[src/rtl/control_unit_if.sv]
// Handshake and control bundle between the instruction sequencer and the
// datapath it steers.
interface control_unit_if;
    logic        run;
    logic [15:0] din;
    logic        g_nonzero;
    logic        ir_load;
    logic [7:0]  reg_in;
    logic [3:0]  bus_sel;
    logic        a_in;
    logic [2:0]  op_select;
    logic        g_in;
    logic        out_load;
    logic        done;

    // The sequencer side: it consumes run/din/g_nonzero and produces the strobes.
    modport slave (
        input  run, din, g_nonzero,
        output ir_load, reg_in, bus_sel, a_in, op_select, g_in, out_load, done
    );

    // The datapath / stimulus side.
    modport master (
        output run, din, g_nonzero,
        input  ir_load, reg_in, bus_sel, a_in, op_select, g_in, out_load, done
    );
endinterface

[src/rtl/control_unit.sv]
// Multicycle instruction sequencer: captures a 9-bit instruction and walks
// T0..T3, decoding datapath strobes combinationally from state and IR.
module control_unit (
    input  logic           clock,
    input  logic           reset,
    control_unit_if.slave  cu
);
    typedef enum logic [1:0] {T0 = 2'd0, T1 = 2'd1, T2 = 2'd2, T3 = 2'd3} state_t;

    localparam logic [2:0] OP_MV   = 3'b000;
    localparam logic [2:0] OP_MVI  = 3'b001;
    localparam logic [2:0] OP_ADD  = 3'b010;
    localparam logic [2:0] OP_SUB  = 3'b011;
    localparam logic [2:0] OP_NAND = 3'b100;
    localparam logic [2:0] OP_MVNZ = 3'b101;
    localparam logic [2:0] OP_OUT  = 3'b110;

    localparam logic [3:0] BUS_DIN  = 4'd8;
    localparam logic [3:0] BUS_G    = 4'd9;
    localparam logic [3:0] BUS_NONE = 4'd15;

    localparam logic [2:0] ULA_ADD  = 3'b000;
    localparam logic [2:0] ULA_SUB  = 3'b001;
    localparam logic [2:0] ULA_NAND = 3'b010;
    localparam logic [2:0] ULA_PASS = 3'b100;

    state_t     state;
    state_t     next_state;
    logic [8:0] ir;
    logic [2:0] opcode;
    logic [2:0] x_field;
    logic [2:0] y_field;
    logic [7:0] x_onehot;

    assign opcode   = ir[8:6];
    assign x_field  = ir[5:3];
    assign y_field  = ir[2:0];
    assign x_onehot = 8'b0000_0001 << x_field;

    always_ff @(posedge clock) begin
        if (reset) begin
            state <= T0;
            ir    <= 9'd0;
        end else begin
            state <= next_state;
            if (state == T0 && cu.run) begin
                ir <= cu.din[8:0];
            end
        end
    end

    always_comb begin
        next_state   = state;
        cu.ir_load   = 1'b0;
        cu.reg_in    = 8'd0;
        cu.bus_sel   = BUS_NONE;
        cu.a_in      = 1'b0;
        cu.op_select = ULA_ADD;
        cu.g_in      = 1'b0;
        cu.out_load  = 1'b0;
        cu.done      = 1'b0;

        unique case (state)
            T0: begin
                cu.ir_load = cu.run;
                if (cu.run) begin
                    next_state = T1;
                end
            end
            T1: begin
                unique case (opcode)
                    OP_MV: begin
                        cu.bus_sel = {1'b0, y_field};
                        cu.reg_in  = x_onehot;
                        cu.done    = 1'b1;
                        next_state = T0;
                    end
                    OP_MVI: begin
                        cu.bus_sel = BUS_DIN;
                        cu.reg_in  = x_onehot;
                        cu.done    = 1'b1;
                        next_state = T0;
                    end
                    OP_MVNZ: begin
                        cu.bus_sel = {1'b0, y_field};
                        cu.reg_in  = cu.g_nonzero ? x_onehot : 8'd0;
                        cu.done    = 1'b1;
                        next_state = T0;
                    end
                    OP_ADD, OP_SUB, OP_NAND, OP_OUT: begin
                        cu.bus_sel = {1'b0, x_field};
                        cu.a_in    = 1'b1;
                        next_state = T2;
                    end
                    default: begin
                        cu.done    = 1'b1;
                        next_state = T0;
                    end
                endcase
            end
            T2: begin
                next_state = T3;
                unique case (opcode)
                    OP_ADD: begin
                        cu.bus_sel   = {1'b0, y_field};
                        cu.op_select = ULA_ADD;
                        cu.g_in      = 1'b1;
                    end
                    OP_SUB: begin
                        cu.bus_sel   = {1'b0, y_field};
                        cu.op_select = ULA_SUB;
                        cu.g_in      = 1'b1;
                    end
                    OP_NAND: begin
                        cu.bus_sel   = {1'b0, y_field};
                        cu.op_select = ULA_NAND;
                        cu.g_in      = 1'b1;
                    end
                    OP_OUT: begin
                        cu.op_select = ULA_PASS;
                        cu.g_in      = 1'b1;
                    end
                    default: begin
                        next_state = T0;
                    end
                endcase
            end
            T3: begin
                next_state = T0;
                cu.bus_sel = BUS_G;
                cu.done    = 1'b1;
                if (opcode == OP_OUT) begin
                    cu.out_load = 1'b1;
                end else begin
                    cu.reg_in = x_onehot;
                end
            end
            default: begin
                next_state = T0;
            end
        endcase

        // Reset overrides everything so no write strobe escapes an aborted instruction.
        if (reset) begin
            cu.ir_load   = 1'b0;
            cu.reg_in    = 8'd0;
            cu.bus_sel   = BUS_NONE;
            cu.a_in      = 1'b0;
            cu.op_select = ULA_ADD;
            cu.g_in      = 1'b0;
            cu.out_load  = 1'b0;
            cu.done      = 1'b0;
        end
    end
endmodule

[src/flat_wrapper.sv]
// flat-port wrapper written by rule: the top's interface ports become plain ports
module control_unit_flat 
  (clock, reset, cu_run, cu_din, cu_g_nonzero, cu_ir_load, cu_reg_in, cu_bus_sel, cu_a_in, cu_op_select, cu_g_in, cu_out_load, cu_done);
  control_unit_if cu_i ();
  input  logic clock;
  input  logic reset;
  input wire logic [$bits(cu_i.run)-1:0] cu_run;
  input wire logic [$bits(cu_i.din)-1:0] cu_din;
  input wire logic [$bits(cu_i.g_nonzero)-1:0] cu_g_nonzero;
  output wire logic [$bits(cu_i.ir_load)-1:0] cu_ir_load;
  output wire logic [$bits(cu_i.reg_in)-1:0] cu_reg_in;
  output wire logic [$bits(cu_i.bus_sel)-1:0] cu_bus_sel;
  output wire logic [$bits(cu_i.a_in)-1:0] cu_a_in;
  output wire logic [$bits(cu_i.op_select)-1:0] cu_op_select;
  output wire logic [$bits(cu_i.g_in)-1:0] cu_g_in;
  output wire logic [$bits(cu_i.out_load)-1:0] cu_out_load;
  output wire logic [$bits(cu_i.done)-1:0] cu_done;
  assign cu_i.run = cu_run;
  assign cu_i.din = cu_din;
  assign cu_i.g_nonzero = cu_g_nonzero;
  assign cu_ir_load = cu_i.ir_load;
  assign cu_reg_in = cu_i.reg_in;
  assign cu_bus_sel = cu_i.bus_sel;
  assign cu_a_in = cu_i.a_in;
  assign cu_op_select = cu_i.op_select;
  assign cu_g_in = cu_i.g_in;
  assign cu_out_load = cu_i.out_load;
  assign cu_done = cu_i.done;
  control_unit u_core (.clock(clock), .reset(reset), .cu(cu_i));
endmodule
[config.mk]
export PLATFORM = sky130hd
export DESIGN_NAME = control_unit_flat
export DESIGN_NICKNAME = d
export VERILOG_FILES = /design/src/rtl/control_unit_if.sv /design/src/rtl/control_unit.sv /design/src/flat_wrapper.sv
export SDC_FILE = /design/constraint.sdc
export NUM_CORES = 1
export LEC_CHECK = 0
export CORE_MARGIN = 2
export CORE_UTILIZATION = 42
export CTS_CLUSTER_SIZE = 16
export DETAILED_ROUTE_END_ITERATION = 10
export GPL_ROUTABILITY_DRIVEN = 0
export PLACE_DENSITY = 0.82
export SLEW_MARGIN = 20
export SYNTH_ARGS = -nofsm -noshare
export SYNTH_HDL_FRONTEND = slang
export SYNTH_SLANG_ARGS = --single-unit
[constraint.sdc]
create_clock -name clock -period 3.2 [get_ports clock]
set_input_delay 0.64 -clock clock [delete_from_list [all_inputs] [get_ports clock]]
set_output_delay 0.64 -clock clock [all_outputs]
set_load 0.02 [all_outputs]
# Yosys cells after proc, flatten, opt, wreduce, memory -nomap -nowiden
# Cells that the tools add are included.
# totals
latchBits	0
n_memories	0
ramBits	0
output_inout_bits	20
wordCells	49
inputBits	20
ff_bits	11
romBits	0
# op_classes
reduce_logical	7
n_div	0
n_eq_ne	10
multipliers	0
shifts	1
n_bitwise	0
addsub	0
muxes	29
n_lt_le_gt_ge	0
# ops
cell	count
$pmux 8 s2	2
$mux 8	3
$pmux 4 s3	2
$mux 1	12
$eq 3x3->1 const B	3
$pmux 3 s3	1
$mux 4	2
$pmux 2 s4	1
$shl 1x3->8 const A	1
$eq 3x2->1 const B	2
$mux 2	3
$mux 3	2
$eq 2x2->1 const B	2
$reduce_or 2->1	2
$reduce_or 4->1	1
$eq 3x1->1 const B	1
$logic_not 3->1	1
$reduce_or 3->1	1
$eq 2x1->1 const B	1
$logic_not 2->1	1
$ne 2x2->1 const B	1
$pmux 1 s2	1
$logic_and 1x1->1	1

# Depth between registers and ports, before layout
# Gate-level depths: netlist of run 1.
# logic_depth
word_depth	5
ltp_mapped	6
depth_no_buf	4

# Worst setup path before layout of run 1
# Ideal clock, no wire load.
# synth_path
path_kind	in2out
start	input port reset
end	output port cu_reg_in[3]
arrival_time_ns	1.824
t_required_ns	2.560
path_slack_ns	0.736
path_stages	3
n_path_buf	1
path_cell_list	clkbuf_1 nand2b_1 nor4b_1
# synth_via
elab_chain_len	1
# synth_rtl
element	line	rtl
start, declared	flat_wrapper.sv:6	input logic reset;
$mux 8	control_unit.sv:144	if (reset) begin
end, declared	flat_wrapper.sv:11	output wire logic [$bits(cu_i.reg_in)-1:0] cu_reg_in;
# Every way passes these cells.

# Worst setup path in the final report of run 1
# layout_path
start	input port reset
end	output port cu_op_select[0]
# layout_via
elab_chain_len	1
# layout_rtl
element	line	rtl
$mux 3	control_unit.sv:144	
end, declared	flat_wrapper.sv:14	output wire logic [$bits(cu_i.op_select)-1:0] cu_op_select;
# Every way passes these cells.

==> impl_metrics.json, run 1 <==
{
  "timing.final.crit_period_ns": 3.14,
  "postLayoutCoreUtil": 0.635,
  "synthFlopType": "dfxtp_1",
  "p_total_w": 0.000357,
  "startpoint_type": "input port",
  "synthCells": 114,
  "cts_sinks": 11,
  "drc_errors": 0,
  "yosysUniqueCellTypes": 38,
  "synth_mux_area_frac": 0.0929,
  "power_density_mw_per_mm2": 290,
  "synth_compound_area_frac": 0.209,
  "detail-route-antenna-nets": 0,
  "clk_latency_ns": 0.27,
  "dieArea_sq_mm": 0.00243,
  "maxCapViolations": 0,
  "synth_fp_nets": 134,
  "r2r-start": "u_core.ir[8]",
  "finalMaxSlewViolations": 0,
  "criticalPathCategory": "in2out",
  "fmax_mhz": 319,
  "status": "finished clean",
  "ys_ff_latch": 11,
  "core-area_sq_mm": 0.00194,
  "dr.pass1.iters": 4,
  "ys_async_sr_fraction": 0,
  "post-place-ws_ns": -0.0549,
  "drt_iter0_markers": 13,
  "crit_start": "reset",
  "antenna_cells": 0,
  "grt_max_degree": 18,
  "wl_per_cell_um": 12.7,
  "num_io_pins": 40,
  "fin_nets": 167,
  "die_h_um": 49.3,
  "grt_pass1_vias": 913,
  "required_ns": 2.56,
  "synth-adder-area-share": 0,
  "synth_top_family_by_area": "simple AND/OR/NAND/NOR gates",
  "dp_hpwl_um": 1670,
  "fin_cells": 173,
  "rows": 16,
  "area_delta_synth_final_pct": 43.1,
  "skew_ns": 0.00130,
  "synth_area_per_cell_sq_um": 7.56,
  "start_util": 0.444,
  "synth_edf_count": 0,
  "cp-end-kind": "primary output",
  "tightest_slew_ns": 0.537,
  "period_share": 0.980,
  "setup_viol": 0,
  "min_path_type": "reg2reg",
  "die_w_um": 49.3,
  "synth_xor_area_frac": 0.0102,
  "grt_usage": 0.198,
  "final_layout_size_suffix_gt1_frac": 0.103,
  "cp_data_arrival_time_ns": 2.50,
  "post_cts_buffers": 0,
  "h-tree-depth": 1,
  "yosysSeqAreaShare": 0.255,
  "peakVddDrop_uv": 177,
  "finalWirelength_um": 2200,
  "vias": 919,
  "hold_start": "u_core.ir[1]",
  "dpl_cell_area_sq_mm": 0.00119,
  "cts_made_buffers": 3,
  "clk_pin_slew_worst_paths_ns": 0.08,
  "hold_viol_final": 0,
  "setup_ws_ns": 0.0625,
  "antenna_found_initial": 0,
  "cp_max_fo": 7,
  "synthSimpleGateAreaFrac": 0.356,
  "leakage_nw": 0.463,
  "root_buffer": "clkbuf_4",
  "final_area_sq_mm": 0.00123,
  "r2r_slack_ns": 1.82,
  "clockBufferDepth": 2,
  "syn-cell-area_sq_um": 862,
  "gr-total-overflow": 0,
  "grt_pass1_wl_um": 3850,
  "dp_cells": 169,
  "ys_warn_count": 0,
  "rsz0062_at_grt": "no",
  "via_per_inst": 5.31,
  "max_slew_margin": 0.642,
  "cts_tree": "done",
  "portBuffers": 32
}
[area by class of cell]
class | count | area [sq um]
clock buffer | 4 | 26.3
fill | 187 | 708
inverter | 4 | 15.0
multi-input combinational | 91 | 578
sequential | 11 | 220
tap | 27 | 33.8
timing repair buffer | 36 | 360
[stage by stage]
stage	hold WS [ns]	setup TNS, ns
3_3_place_gp	0.501	0
4_1_cts	0.536	0
2_1_floorplan	0.477	0
5_1_grt	0.579	0
3_5_place_dp	0.516	-0.0756
6_report	0.531	0
[per-layer routing]
metal | track usage | part of all wire | wire length (um) | vias to the layer above
li1 | - | - | - | 471
met1 | 0.242 | 0.46 | 1000 | 420
met2 | 0.345 | 0.49 | 1080 | 26
met3 | 0.0399 | 0.048 | 106 | 2
met4 | 0.0667 | 0.0041 | 9 | 0
met5 | 0 | 0 | 0 | -
[final timing paths]
| kind | endpoint | cells past startpoint |
|---|---|---|
| min reg2reg | u_core.ir[1] | 2 |
| max | cu_op_select[0] | 5 |
| max reg2reg | u_core.state[0] | 3 |
| min | u_core.ir[1] | 2 |
[critical path, cell delays in order]
cell and delay, ns:
clkdlybuf4s50_1 0.48, buf_4 0.20, or3_1 0.36, nor3_1 0.19, clkdlybuf4s50_1 0.63
[synth_stat cells (3+ instances only)]
library cell / n / share of area
dfxtp_1: 11 / 0.26
buf_4: 3 / 0.026
nand2_1: 4 / 0.017
and2_1: 3 / 0.022
nor3_1: 8 / 0.046
nand2b_1: 6 / 0.044
mux2i_1: 8 / 0.093
a22oi_1: 3 / 0.026
nor2b_1: 3 / 0.022
nor2_1: 22 / 0.096
o211ai_1: 3 / 0.026
o21ai_0: 5 / 0.029
[kinds of logic after synthesis]
| logic type | after synthesis |
|---|---|
| xor+xnor | 1 |
| simple gates | 57 |
| compound gates | 25 |
| flops | 11 |
| mux | 8 |
| buf+inv | 12 |
[state kept, by name, indices dropped and copies added, names as in the netlist]
signal and flops:
u_core.state 2, u_core.ir 9
[layout by cell type (no fill, tap or decap), types with 2 or more instances in the layout]
cell type / count
nand2b_1: 6
and2_1: 3
nand2_1: 4
o21ai_1: 2
nor3_1: 8
a22oi_1: 3
nor2b_1: 2
a21oi_2: 2
dlymetal6s2s_1: 4
nor2_1: 22
buf_4: 4
a31o_1: 2
a21oi_1: 2
inv_2: 2
o211ai_1: 3
o21ai_0: 5
or3_1: 2
dfxtp_1: 11
clkbuf_4: 3
inv_1: 2
mux2i_1: 8
clkdlybuf4s50_1: 28
[power breakdown]
group / internal (W) / total, W / switching, W
logic: 0.0000516 / 0.0000956 / 0.0000440
registers: 0.000146 / 0.000164 / 0.0000183
clock network: 0.0000482 / 0.0000979 / 0.0000497
total: 0.000246 / 0.000357 / 0.000112
[what timing repair did]
| item | CTS | global route |
|---|---|---|
| endpoints found under the setup margin | 2 | 4 |
| pin swaps | 0 | 0 |
| gates resized for setup | 1 | 4 |
| hold buffers | 0 | 0 |
Note: power is estimated with default switching activity, not from simulation.
==> inputs of run 2 (changes only) <==
--- a/config.mk
+++ b/config.mk
@@ -11,6 +11,7 @@
 export DETAILED_ROUTE_END_ITERATION = 10
 export GPL_ROUTABILITY_DRIVEN = 0
 export PLACE_DENSITY = 0.82
+export RECOVER_POWER = 100
 export SLEW_MARGIN = 20
 export SYNTH_ARGS = -nofsm -noshare
 export SYNTH_HDL_FRONTEND = slang
==> run 2 against run 1 <==
Total power decreased by 1.3%. Via count increased by 1.5%. First-iteration DRC count rose by 46%. Critical endpoint unchanged.
==> impl_metrics.json, run 2 (synthesized netlist as in run 1, its figures left out) <==
{
  "required_ns": 2.56,
  "regMostFlops": "u_core.ir",
  "setup_ws_ns": 0.0676,
  "fin_nets": 167,
  "critPathSlowestCell": "clkdlybuf4s50_1",
  "rows": 16,
  "cp_max_fo": 7,
  "largest_reg_flops": 9,
  "slowest_delay_ns": 0.63,
  "cts_sinks": 11,
  "vias": 933,
  "antenna_found_initial": 0,
  "gr-total-overflow": 0,
  "grt_pass1_wl_um": 3850,
  "post_cts_buffers": 0,
  "dieArea_sq_mm": 0.00243,
  "root_buffer": "clkbuf_4",
  "finalMaxSlewViolations": 0,
  "power_density_mw_per_mm2": 296,
  "min_path_type": "reg2reg",
  "finalWirelength_um": 2210,
  "fmax_mhz": 319,
  "final_cell_mix": "nor2_1, clkdlybuf4s50_1, dfxtp_1",
  "via_per_inst": 5.39,
  "dr.pass1.iters": 4,
  "clk_latency_ns": 0.27,
  "h-tree-depth": 1,
  "num_io_pins": 40,
  "cts_tree": "done",
  "maxCapViolations": 0,
  "hold_start": "u_core.ir[1]",
  "startpoint_type": "input port",
  "r2r-end": "u_core.ir[0]",
  "cts_made_buffers": 3,
  "final-seq-area_sq_um": 220,
  "reg2reg_depth": 4,
  "hold_end": "u_core.ir[1]",
  "cp-end-kind": "primary output",
  "drc_errors": 0,
  "clockBufferDepth": 2,
  "grt_max_degree": 18,
  "rsz0062_at_grt": "no",
  "period_share": 0.979,
  "crit_start": "reset",
  "final_area_sq_mm": 0.00119,
  "drt_iter0_markers": 19,
  "die_h_um": 49.3,
  "start_util": 0.444,
  "grt_pass1_vias": 913,
  "area_delta_synth_final_pct": 38.3,
  "grt_usage": 0.198,
  "tightest_slew_ns": 0.665,
  "portBuffers": 32,
  "path_cells": "clkdlybuf4s50_1 -> buf_4 -> or3_1 -> nor3_1 -> clkdlybuf4s50_1",
  "timing.final.crit_period_ns": 3.13,
  "setup_viol": 0,
  "antenna_cells": 0,
  "filler_cell_count": 197,
  "worstHoldPathCells": 2,
  "dpl_cell_area_sq_mm": 0.00119,
  "core-area_sq_mm": 0.00194,
  "post-place-ws_ns": -0.0549,
  "r2r_slack_ns": 1.53,
  "status": "finished clean",
  "hold_viol_final": 0,
  "top_regs": "u_core.ir x9, u_core.state x2",
  "final_layout_size_suffix_gt1_frac": 0.0753,
  "skew_ns": 0.000629,
  "multiInputGateArea_sq_um": 567,
  "die_w_um": 49.3,
  "detail-route-antenna-nets": 0,
  "r2r-start": "u_core.state[1]",
  "cp_top_family": "buffers and inverters",
  "dp_hpwl_um": 1670,
  "wl_per_cell_um": 12.8,
  "max_slew_margin": 0.556,
  "final_common_cell": "nor2_1",
  "crit_top_cell": "clkdlybuf4s50_1",
  "leakage_nw": 0.430,
  "critical_path_buf_inv_count": 3,
  "cp_data_arrival_time_ns": 2.49,
  "peakVddDrop_uv": 180,
  "criticalPathCategory": "in2out",
  "clk_pin_slew_worst_paths_ns": 0.07
}
[run 2: layer usage]
layer / global-route usage / vias to the layer above / wire length [um]
li1: - / 471 / -
met1: 0.242 / 424 / 990
met3: 0.0399 / 0 / 123
met5: 0 / - / 0
met2: 0.345 / 38 / 1090
met4: 0.0667 / 0 / 0
[run 2: area by class of cell]
type	count	area share
flip-flops and latches	11	0.185
multi-input cells	91	0.475
clock buffers	4	0.0220
inverters	4	0.0126
well taps	27	0.0283
repair buffers	36	0.277
[run 2: repair_timing]
| item | CTS | global route |
|---|---|---|
| resized for setup | 1 | 4 |
| endpoints found under the setup margin | 2 | 4 |
| hold buffers | 0 | 0 |
[run 2: worst min-delay path, cell delays in order (launching register included)]
cell,delay (ns)
dfxtp_1,0.36
mux2i_1,0.08
nor2_1,0.07
[run 2: stage by stage]
step / power (W) / hold slack (ns) / TNS (ns) / util / cells
2_1_floorplan: 0.000227 / 0.477 / 0 / - / 114
3_3_place_gp: 0.000259 / 0.501 / 0 / 0.615 / 169
3_5_place_dp: 0.000263 / 0.516 / -0.0756 / 0.615 / 169
4_1_cts: 0.000362 / 0.536 / 0 / 0.630 / 173
5_1_grt: 0.000376 / 0.579 / 0 / 0.614 / 173
6_report: 0.000353 / 0.533 / 0 / 0.614 / 173
[run 2: how the worst max path moves through the flow]
| stage | end | slack (ns) | cells past startpoint |
|---|---|---|---|
| after floorplan | cu_reg_in[3] | 0.74 | 3 |
| after global placement | cu_bus_sel[1] | 0.03 | 7 |
| after detailed placement | cu_bus_sel[1] | -0.05 | 7 |
| after CTS | cu_bus_sel[1] | 0.04 | 7 |
| after global routing | cu_op_select[0] | 0.005 | 5 |
| final | cu_op_select[0] | 0.07 | 5 |
[run 2: where the power goes]
group / leakage, nW / internal, W / switching, W
Combinational: 0.325 / 0.0000479 / 0.0000436
Clock: 0.0150 / 0.0000482 / 0.0000493
Sequential: 0.0904 / 0.000146 / 0.0000180
==> inputs of run 3 (changes only) <==
--- a/config.mk
+++ b/config.mk
@@ -7,9 +7,10 @@
 export LEC_CHECK = 0
 export CORE_MARGIN = 2
 export CORE_UTILIZATION = 42
-export CTS_CLUSTER_SIZE = 16
+export CTS_CLUSTER_SIZE = 30
 export DETAILED_ROUTE_END_ITERATION = 10
 export GPL_ROUTABILITY_DRIVEN = 0
+export GPL_TIMING_DRIVEN = 0
 export PLACE_DENSITY = 0.82
 export RECOVER_POWER = 100
 export SLEW_MARGIN = 20
==> run 3 against run 2 <==
Non-clock buffer count rose by 3. Die area did not move. Combinational power rose by 15%. Final cell count rose by 1.7%. Sequential power fell by 5%. Clock-buffer cell count did not move. Routed wire length rose by 5.1%. Register-to-register slack improved by 0.06 ns. Critical path depth rose by 1. Clock skew rose by 0.0044 ns. Utilization rose by 2.1 points. First-iteration DRC count rose by 74%. Highest routed layer is now met4.
==> impl_metrics.json, run 3 (synthesized netlist as in run 1, its figures left out) <==
{
  "max_slew_margin": 0.696,
  "maxCapViolations": 0,
  "leakage_nw": 0.470,
  "peakVddDrop_uv": 194,
  "timing.final.crit_period_ns": 3.06,
  "finalMaxSlewViolations": 0,
  "multiInputGateArea_sq_um": 578,
  "startpoint_type": "input port",
  "cp-end-kind": "primary output",
  "top_regs": "u_core.ir x9, u_core.state x2",
  "status": "finished clean",
  "crit_top_cell": "clkdlybuf4s50_1",
  "final_common_cell": "nor2_1",
  "final_layout_size_suffix_gt1_frac": 0.101,
  "via_per_inst": 5.34,
  "cts_hold_buf": 0,
  "critPathSlowestCell": "clkdlybuf4s50_1",
  "slowest_delay_ns": 0.66,
  "tightest_slew_ns": 0.456,
  "finalSetupTns_ns": 0,
  "power_density_mw_per_mm2": 295,
  "num_io_pins": 40,
  "path_cells": "clkdlybuf4s50_1 -> nor2_1 -> a21oi_2 -> o211ai_1 -> nor4b_2 -> clkdlybuf4s50_1",
  "r2r-start": "u_core.ir[7]",
  "root_buffer": "clkbuf_4",
  "seqPwrFrac": 0.427,
  "portBuffers": 31,
  "grt_max_degree": 11,
  "drt_iter0_markers": 33,
  "cts_sinks": 11,
  "setup_viol": 0,
  "cp_max_fo": 4,
  "clk_latency_ns": 0.28,
  "area_delta_synth_final_pct": 43.1,
  "start_util": 0.444,
  "wl_per_cell_um": 13.2,
  "antenna_cells": 0,
  "gr-total-overflow": 0,
  "vias": 939,
  "regMostFlops": "u_core.ir",
  "rows": 16,
  "die_h_um": 49.3,
  "dieArea_sq_mm": 0.00243,
  "cp_data_arrival_time_ns": 2.42,
  "skew_ns": 0.00505,
  "power_frac_clock": 0.284,
  "antenna_found_initial": 0,
  "crit_start": "cu_g_nonzero",
  "cts_tree": "done",
  "cts_made_buffers": 3,
  "grt_pass1_wl_um": 3660,
  "combPwrFrac": 0.288,
  "rsz0062_at_grt": "no",
  "core-area_sq_mm": 0.00194,
  "fin_nets": 170,
  "grt_pass1_vias": 791,
  "filler_cell_count": 174,
  "dp_hpwl_um": 1700,
  "clockBufferDepth": 2,
  "final-seq-area_sq_um": 220,
  "detail-route-antenna-nets": 0,
  "drc_errors": 0,
  "criticalPathCategory": "in2out",
  "p_switching_w": 0.000118,
  "hold_viol_final": 0,
  "hold_start": "u_core.ir[1]",
  "h-tree-depth": 1,
  "grt_usage": 0.193,
  "p_sw_frac": 0.326,
  "dr.pass1.iters": 4,
  "fmax_mhz": 326,
  "largest_reg_flops": 9,
  "min_path_type": "reg2reg",
  "finalWirelength_um": 2320,
  "final_cell_mix": "nor2_1, dlygate4sd3_1, clkdlybuf4s50_1",
  "die_w_um": 49.3,
  "final_area_sq_mm": 0.00123,
  "internal_power_w": 0.000245,
  "clk_pin_slew_worst_paths_ns": 0.08,
  "period_share": 0.958,
  "dpl_cell_area_sq_mm": 0.00121,
  "required_ns": 2.56
}
run 3: changes by cell type in the layout (fill, tap and decap cells not counted), sizes merged:
cell           before  now
buf                 3    5
clkbuf              8    7
clkdlybuf4s50      19   12
dlygate4sd3         9   19
dlymetal6s2s        1    0
run 3: area by class of cell:
type / instances / share of cell area
sequential: 11 / 0.178
inverter: 4 / 0.0122
clock buffer: 4 / 0.0213
multi-input combinational: 91 / 0.469
buffer: 8 / 0.0406
tap: 27 / 0.0274
timing repair buffer: 31 / 0.252
run 3: final timing paths:
| check | slack [ns] | cells after the start | endpoint |
|---|---|---|---|
| max | 0.14 | 6 | cu_reg_in[3] |
| max reg2reg | 1.59 | 3 | u_core.state[0] |
| min | 0.52 | 2 | u_core.ir[1] |
| min reg2reg | 0.52 | 2 | u_core.ir[1] |
run 3: power by group through the flow:
stage	clock network (W)	logic, W	registers [W]
2_1_floorplan	0	0.0000716	0.000155
3_3_place_gp	0	0.000105	0.000157
3_5_place_dp	0	0.000107	0.000158
4_1_cts	0.000106	0.000108	0.000155
5_1_grt	0.000113	0.000114	0.000157
6_report	0.000103	0.000105	0.000155
run 3: metal layers:
layer / track usage / vias to the layer above / routed length (um)
met5: 0 / - / 0
met4: 0.0714 / 0 / 41
met3: 0.0184 / 5 / 90
met2: 0.327 / 35 / 1150
met1: 0.253 / 426 / 1040
li1: - / 473 / -
run 3: stage by stage:
stage	total power (W)	worst slack [ns]	utilization	hold slack (ns)	cells
after floorplan	0.000227	0.736	-	0.477	114
after global placement	0.000262	0.152	0.621	0.500	172
after detailed placement	0.000265	0.0734	0.621	0.510	172
after global routing	0.000384	0.0452	0.635	0.568	176
final	0.000363	0.136	0.635	0.523	176
after CTS	0.000369	0.0566	0.635	0.530	176
run 3: critical path, delay by kind of cell:
kind                   cells  cell delay (ns)
AOI/OAI and AO/OA          2             0.35
buffers and inverters      2             1.12
and+or+nand+nor            2             0.32
run 3: repair_timing:
item	4_1_cts	5_1_grt
endpoints found under the setup margin	0	1
resized for setup	0	1
hold endpoints to repair	0	0
buffers inserted	0	0
